[src/rtl/axi_lite_master.sv]
// -----------------------------------------------------------------------------
// axi_lite_master
//   Single-outstanding AXI4-Lite initiator. A command taken on the cmd_*
//   valid/ready port becomes one complete AXI4-Lite write (AW + W, then B) or
//   read (AR, then R). The slave response comes back as a one-cycle rsp_valid
//   strobe, and rsp_write/rsp_rdata/rsp_resp hold their values until the next
//   completion.
//
// Parameters
//   ADDR_WIDTH   : width of cmd_addr and of the AW/AR address buses.
//   STALL_CYCLES : watchdog threshold in cycles; 0 disables stall.
//
// Ports
//   m_axi_aclk, m_axi_areset    : clock, async active-high reset
//   cmd_valid/cmd_ready         : command handshake (ready == engine idle)
//   cmd_write/addr/wdata/wstrb  : command payload
//   rsp_valid                   : one-cycle completion strobe
//   rsp_write/rsp_rdata/rsp_resp: completion info, held until next completion
//   stall                       : current transaction outstanding >= STALL_CYCLES
//   m_axi_*                     : AXI4-Lite master channels AW, W, B, AR, R
// -----------------------------------------------------------------------------
module axi_lite_master #(
  parameter int ADDR_WIDTH   = 32,
  parameter int STALL_CYCLES = 256
) (
  input  logic                  m_axi_aclk,
  input  logic                  m_axi_areset,
  // command / response port
  input  logic                  cmd_valid,
  output logic                  cmd_ready,
  input  logic                  cmd_write,
  input  logic [ADDR_WIDTH-1:0] cmd_addr,
  input  logic [31:0]           cmd_wdata,
  input  logic [3:0]            cmd_wstrb,
  output logic                  rsp_valid,
  output logic                  rsp_write,
  output logic [31:0]           rsp_rdata,
  output logic [1:0]            rsp_resp,
  output logic                  stall,
  // write address channel
  output logic [ADDR_WIDTH-1:0] m_axi_awaddr,
  output logic [2:0]            m_axi_awprot,
  output logic                  m_axi_awvalid,
  input  logic                  m_axi_awready,
  // write data channel
  output logic [31:0]           m_axi_wdata,
  output logic [3:0]            m_axi_wstrb,
  output logic                  m_axi_wvalid,
  input  logic                  m_axi_wready,
  // write response channel
  input  logic [1:0]            m_axi_bresp,
  input  logic                  m_axi_bvalid,
  output logic                  m_axi_bready,
  // read address channel
  output logic [ADDR_WIDTH-1:0] m_axi_araddr,
  output logic [2:0]            m_axi_arprot,
  output logic                  m_axi_arvalid,
  input  logic                  m_axi_arready,
  // read data channel
  input  logic [31:0]           m_axi_rdata,
  input  logic [1:0]            m_axi_rresp,
  input  logic                  m_axi_rvalid,
  output logic                  m_axi_rready
);

  typedef enum logic [2:0] {
    IDLE,
    WADDR,   // AW and/or W still pending
    WRESP,
    RADDR,
    RDATA
  } state_t;

  // The counter must be able to hold STALL_CYCLES itself (it saturates there).
  localparam int              CNT_W   = (STALL_CYCLES > 0) ? $clog2(STALL_CYCLES + 1) : 1;
  localparam logic [CNT_W-1:0] CNT_MAX = CNT_W'(STALL_CYCLES);

  state_t                  state, state_nxt;
  logic                    accept;
  logic                    aw_done, w_done;
  logic [ADDR_WIDTH-1:0]   addr_q;
  logic [CNT_W-1:0]        stall_cnt;

  // One address register serves both AW and AR: only one of them is ever valid.
  assign m_axi_awaddr = addr_q;
  assign m_axi_araddr = addr_q;
  assign m_axi_awprot = 3'b000;
  assign m_axi_arprot = 3'b000;

  // ---------------------------------------------------------------------------
  // State register
  // ---------------------------------------------------------------------------
  // NOTE: sequential state uses non-blocking (<=) so every flop samples the
  // pre-edge values; combinational logic below uses blocking (=).
  always_ff @(posedge m_axi_aclk or posedge m_axi_areset) begin
    if (m_axi_areset) state <= IDLE;
    else              state <= state_nxt;
  end

  // ---------------------------------------------------------------------------
  // Next-state and combinational outputs
  // ---------------------------------------------------------------------------
  always_comb begin
    // NOTE: every signal gets a default first so no path can infer a latch.
    state_nxt    = state;
    cmd_ready    = (state == IDLE);
    m_axi_bready = (state == WRESP);
    m_axi_rready = (state == RDATA);
    accept       = cmd_valid && (state == IDLE);
    // A channel counts as done if it already handshook or handshakes now.
    aw_done      = !m_axi_awvalid || m_axi_awready;
    w_done       = !m_axi_wvalid  || m_axi_wready;

    case (state)
      IDLE:    if (cmd_valid)          state_nxt = cmd_write ? WADDR : RADDR;
      WADDR:   if (aw_done && w_done)  state_nxt = WRESP;
      WRESP:   if (m_axi_bvalid)       state_nxt = IDLE;
      RADDR:   if (m_axi_arready)      state_nxt = RDATA;
      RDATA:   if (m_axi_rvalid)       state_nxt = IDLE;
      default:                         state_nxt = IDLE;
    endcase
  end

  // ---------------------------------------------------------------------------
  // Channel valids, payload registers and response capture
  // ---------------------------------------------------------------------------
  always_ff @(posedge m_axi_aclk or posedge m_axi_areset) begin
    if (m_axi_areset) begin
      addr_q        <= '0;
      m_axi_wdata   <= '0;
      m_axi_wstrb   <= '0;
      m_axi_awvalid <= 1'b0;
      m_axi_wvalid  <= 1'b0;
      m_axi_arvalid <= 1'b0;
      rsp_valid     <= 1'b0;
      rsp_write     <= 1'b0;
      rsp_rdata     <= '0;
      rsp_resp      <= '0;
    end else begin
      rsp_valid <= 1'b0;

      // Payload is only loaded in IDLE, so it is stable while any valid is up.
      if (accept) begin
        addr_q        <= cmd_addr;
        m_axi_wdata   <= cmd_wdata;
        m_axi_wstrb   <= cmd_wstrb;
        m_axi_awvalid <= cmd_write;
        m_axi_wvalid  <= cmd_write;
        m_axi_arvalid <= !cmd_write;
      end

      // AW, W and AR drop independently on their own handshake.
      if (m_axi_awvalid && m_axi_awready) m_axi_awvalid <= 1'b0;
      if (m_axi_wvalid  && m_axi_wready)  m_axi_wvalid  <= 1'b0;
      if (m_axi_arvalid && m_axi_arready) m_axi_arvalid <= 1'b0;

      if (state == WRESP && m_axi_bvalid) begin
        rsp_valid <= 1'b1;
        rsp_write <= 1'b1;
        rsp_rdata <= '0;
        rsp_resp  <= m_axi_bresp;
      end

      if (state == RDATA && m_axi_rvalid) begin
        rsp_valid <= 1'b1;
        rsp_write <= 1'b0;
        rsp_rdata <= m_axi_rdata;
        rsp_resp  <= m_axi_rresp;
      end
    end
  end

  // ---------------------------------------------------------------------------
  // Watchdog: counts the cycles of the state being entered, so the first
  // outstanding cycle reads 1 and stall rises in cycle STALL_CYCLES.
  // ---------------------------------------------------------------------------
  always_ff @(posedge m_axi_aclk or posedge m_axi_areset) begin
    if (m_axi_areset)             stall_cnt <= '0;
    else if (state_nxt == IDLE)   stall_cnt <= '0;
    else if (stall_cnt != CNT_MAX) stall_cnt <= stall_cnt + CNT_W'(1);
  end

  assign stall = (STALL_CYCLES != 0) && (stall_cnt == CNT_MAX);

endmodule

[config.mk]
export PLATFORM = sky130hd
export DESIGN_NAME = axi_lite_master
export DESIGN_NICKNAME = d
export VERILOG_FILES = /design/src/rtl/axi_lite_master.sv
export SDC_FILE = /design/constraint.sdc
export NUM_CORES = 1
export LEC_CHECK = 0
export ABC_CLOCK_PERIOD_IN_PS = 9500
export BUFFER_PORTS_ARGS = -buffer_cell sky130_fd_sc_hd__buf_2
export CAP_MARGIN = 0
export CORE_ASPECT_RATIO = 0.7
export CORE_MARGIN = 5
export CORE_UTILIZATION = 49
export CTS_CLUSTER_SIZE = 30
export DETAILED_ROUTE_END_ITERATION = 8
export GPL_ROUTABILITY_DRIVEN = 0
export PLACE_DENSITY = 0.92
export SYNTH_ARGS = -nofsm -noshare
export SYNTH_HDL_FRONTEND = slang
export SYNTH_SLANG_ARGS = --single-unit
[constraint.sdc]
create_clock -name m_axi_aclk -period 9.5 [get_ports m_axi_aclk]
set_clock_uncertainty 0.05 [all_clocks]
set_input_delay 0.95 -clock m_axi_aclk [delete_from_list [all_inputs] [get_ports m_axi_aclk]]
set_output_delay 0.95 -clock m_axi_aclk [all_outputs]
set_load 0.005 [all_outputs]
# --- Word level (Yosys, flattened, before mapping) ---
# Cells that the tools add are included.
op_classes:
  muxes: 22
  reduce_logical: 19
  eq_ne: 6
  addsub: 1
ops:
  columns: ["op", "count"]
  rows:
  - ["$mux 32", 2]
  - ["$mux 9", 2]
  - ["$mux 3", 5]
  - ["$pmux 3 s5", 1]
  - ["$reduce_bool 2->1", 5]
  - ["$add 9x1->9 const B", 1]
  - ["$eq 9x9->1 const B", 1]
  - ["$mux 1", 9]
  - ["$ne 9x9->1 const B", 1]
  - ["$logic_and 1x1->1", 7]
  - ["$eq 3x2->1 const B", 2]
  - ["$logic_not 3->1", 2]
  - ["$mux 2", 3]
  - ["$eq 3x1->1 const B", 1]
  - ["$eq 3x3->1 const B", 1]
  - ["$logic_not 1->1", 3]
  - ["$logic_or 1x1->1", 2]
totals:
  out_inout_bits: 149
  register_bits: 119

# --- Longest topological paths before layout ---
depth:
  ltp_word: 7
  mapped_depth: 6
  ltp_nobuf: 5

# --- Worst setup path after synthesis ---
# OpenSTA, ideal clock, no wires.
synth_timing:
  kind: "flip-flop to output port"
  start: "register stall_cnt[2]"
  end: "output port stall"
  arrival_ps: 1087
  slack_ps: 7413
  stages_incl_launch_ff: 3
  path_cell_list: "dfrtp_1 -> or4_4 -> nor2_1"
synth_between:
  elab_chain_len: 1
synth_rtl:
  columns: ["element", "line", "rtl"]
  rows:
  - ["start, declared", "82", "logic [CNT_W-1:0] stall_cnt;"]
  - ["start signal, assigned", "180", "else if (stall_cnt != CNT_MAX) stall_cnt <= stall_cnt + CNT_W'(1);"]
  - ["$eq 9x9->1", "183", "assign stall = (STALL_CYCLES != 0) && (stall_cnt == CNT_MAX);"]
  - ["end, declared", "39", "output logic stall,"]
# No other way between the ends.

# --- Worst setup path in the final report ---
# Same ends and word-level chain as after synthesis.

==> flow_summary_export.csv <==
group,metric,value,unit
clock_network,cts_setup_buffers,0,
power,switching_share,0.321,
logic_synthesis,ys_types,42,
critical_path,r2r_end,"m_axi_araddr[20]",
timing,slew_headroom,0.275,
logic_synthesis,netlist_area,5130,sq um
drt,vias,3926,
timing,setup_violations,0,
timing,slew_violations,0,
logic_synthesis,yosysTopAreaCell,"dfrtp_1",
clock_network,cts_sinks,119,
timing,max_freq,376,MHz
clock_network,ctsResizeCount,0,
global_routing,track_usage,0.191,
critical_path,worstPathMaxFanout,7,
die,io_pins,262,
final_layout,nets,765,
drt,drt_pass1_iterations,4,
final_layout,drive_gt1_frac,0.551,
power,ir_drop,203,uV
placement,dpl_worst_slack,6.89,ns
logic_synthesis,syn_inst,430,
power,p_clk_frac,0.274,
power,seqPwrFrac,0.390,
timing,tightest_slew,1.09,ns
drt,drt-total-wl,12700,um
clock_network,h-tree-depth,4,
logic_synthesis,synth-seq-area-share,0.581,
clock_network,clkTransAtPathRegs,0.06,ns
placement,io_buffers,255,
power,internal-power,1.58,mW
global_routing,gr-total-overflow,0,
logic_synthesis,ys_ff_latch,119,
logic_synthesis,ys.flop_type,"dfrtp_1",
job,cap_violations,0,
critical_path,crit_path_cell_trace,"or4_4 -> nor2_1 -> buf_2",
timing,grt_setup_unrepaired,"false",
logic_synthesis,yosysWarnings,0,
timing,post-route-min-period,2.66,ns
drt,routedWlPerCell,16.0,um
logic_synthesis,synthTopCellsByArea,"dfrtp_1 (58%), mux2_2 (15%), buf_4 (6.6%)",
critical_path,cp-start-kind,"register",
drt,drc_errors,0,
power,leakage,3.41,nW
clock_network,clock_path_buffers,2,
clock_network,clk_latency,0.39,ns
global_routing,grt_pass1_vias,3972,
outcome,status,"finished, final reports clean",
die,die_y,95.6,um
critical_path,reg2reg_depth,3,
final_layout,area_growth_syn_to_layout,32.7,%
clock_network,cts-root-buf,"clkbuf_16",
logic_synthesis,async_flop_share,1.00,
die,initial_core_util,0.499,
logic_synthesis,syn_avg_cell_area,11.9,sq um
critical_path,cp.required,8.50,ns
min_path,hold-path-endpoint,"m_axi_wvalid",
critical_path,rr_startpoint,"state[1]",
clock_network,numCtsBuffers,17,
final_layout,num_antenna_cells,0,
logic_synthesis,synth_edf_count,0,
power,p_switching,0.744,mW
final_layout,fillers,785,
die,coreArea,10300,sq um
timing,setup_slack,6.84,ns
critical_path,cp.arrival,1.66,ns
placement,hpwl,9510,um
die,die_area,12600,sq um
clock_network,postCtsHoldBufs,0,
critical_path,worst_path_max_delay_cell,"or4_4",
critical_path,crit_type,"reg2out",
timing,tns,0,ns
global_routing,grt_pass1_wl,19600,um
drt,drt-initial-drc-count,176,
power,powerDensity,341,nW/um^2
die,die_w,132,um
critical_path,end_kind,"output pin",
min_path,whs_path_depth,1,
global_routing,grt_max_degree,74,
timing,post-route-period-util,0.280,
timing,hold_viol_final,0,
die,rows,31,
clock_network,tritoncts,"done",
critical_path,rrSetupSlack,7.30,ns
drt,avgViaCountPerCell,4.94,
critical_path,max_stage_delay,0.60,ns
min_path,worstHoldStart,"m_axi_wvalid",
logic_synthesis,yosys.area.top_type_share,0.581,
min_path,hold_class,"reg2reg",
drt,ant_nets,0,
global_routing,antenna_found_initial,0,
power,pwr-share-comb,0.336,
state kept, by name, indices dropped and copies added (netlist names):
signal,cells
m_axi_araddr,32
m_axi_arvalid,1
m_axi_awvalid,1
m_axi_wdata,32
m_axi_wstrb,4
m_axi_wvalid,1
rsp_rdata,32
rsp_resp,2
rsp_valid,1
rsp_write,1
stall_cnt,9
state,3
power groups by stage:
stage / registers [mW] / clock network (mW) / logic, mW
after floorplan: 0.901 / 0 / 0.485
after global routing: 0.940 / 0.672 / 0.858
after global placement: 0.888 / 0 / 0.762
after detailed placement: 0.910 / 0 / 0.794
final: 0.905 / 0.636 / 0.780
after CTS: 0.906 / 0.648 / 0.795
area by class of cell:
class	instances	area, sq um	area share
sequential	119	2980	0.438
inverter	6	25.0	0.00368
timing repair buffer	258	1300	0.191
tap	132	165	0.0243
multi-input combinational	248	1740	0.255
clock inverter	13	149	0.0219
clock buffer	19	453	0.0666
cells in the final DEF (no fill, tap or decap), drive strengths merged, types with 2 or more instances in the layout:
| master | Yosys | routed |
|---|---|---|
| a211oi | 2 | 2 |
| a21oi | 2 | 2 |
| a31oi | 2 | 2 |
| a32oi | 6 | 6 |
| buf | 59 | 258 |
| bufinv | 0 | 2 |
| clkbuf | 3 | 19 |
| clkinv | 0 | 4 |
| clkinvlp | 0 | 6 |
| conb | 1 | 6 |
| dfrtp | 119 | 119 |
| ha | 2 | 2 |
| inv | 6 | 7 |
| mux2 | 68 | 68 |
| nand2 | 70 | 70 |
| nand2b | 5 | 5 |
| nand3 | 4 | 4 |
| nand4bb | 2 | 2 |
| nor2 | 5 | 5 |
| nor2b | 4 | 4 |
| nor3 | 2 | 2 |
| nor3b | 2 | 2 |
| o21a | 2 | 2 |
| o21ai | 42 | 42 |
| or3 | 5 | 5 |
| xor2 | 2 | 2 |
logic make-up (layout without fill, tap and decap cells):
logic type	after synthesis	after routing	synth area share
DFF	119	119	0.581
adders and majority gates	2	2	0.00488
AOI/OAI and AO/OA	64	64	0.0747
buffers and inverters	68	296	0.0859
and+or+nand+nor	105	105	0.0981
other	1	6	0.000732
xor gates and xnor gates	2	2	0.00342
muxes	69	69	0.151
per-layer routing:
metal	vias to the layer above	share of wire	global-route usage
met5	-	0	0
met4	0	0.0067	0.0525
met3	13	0.067	0.0596
met2	134	0.54	0.342
met1	1908	0.39	0.226
li1	1871	-	-
stage by stage:
stage | util | instances | hold slack, ns | total power, mW | cell area (sq um)
finish | 0.662 | 795 | 0.449 | 2.32 | 6800
global route | 0.662 | 795 | 0.467 | 2.47 | 6800
CTS | 0.662 | 795 | 0.450 | 2.35 | 6800
detailed placement | 0.603 | 763 | 0.437 | 1.70 | 6200
global placement | 0.603 | 763 | 0.427 | 1.65 | 6200
floorplan | - | 435 | 0.435 | 1.39 | 5140
worst max path at each step:
stage                      start               end  slack, ns  cells after the start
finish              stall_cnt[2]             stall       6.84                      3
floorplan           m_axi_areset   m_axi_araddr[0]       5.34                      1
detailed placement     cmd_valid  m_axi_araddr[25]       6.89                      4
global placement       cmd_valid   m_axi_araddr[9]       6.98                      4
CTS                 stall_cnt[2]             stall       6.82                      3
global route        stall_cnt[2]             stall       6.74                      3
worst max-delay path: cells and delay by family (launching register included):
family	cells	cell delay [ns]
buffers and inverters	1	0.12
DFF	1	0.44
and+or+nand+nor	2	0.71
cell usage after synthesis, types with 4 or more instances:
cell	count
nand2b_1	5
o21ai_0	41
a32oi_1	6
nor2_1	5
buf_2	13
or3_1	5
nand2_1	70
mux2_2	68
dfrtp_1	119
inv_1	6
nand3_1	4
nor2b_1	4
buf_4	45
(Power assumes the default switching activity.)
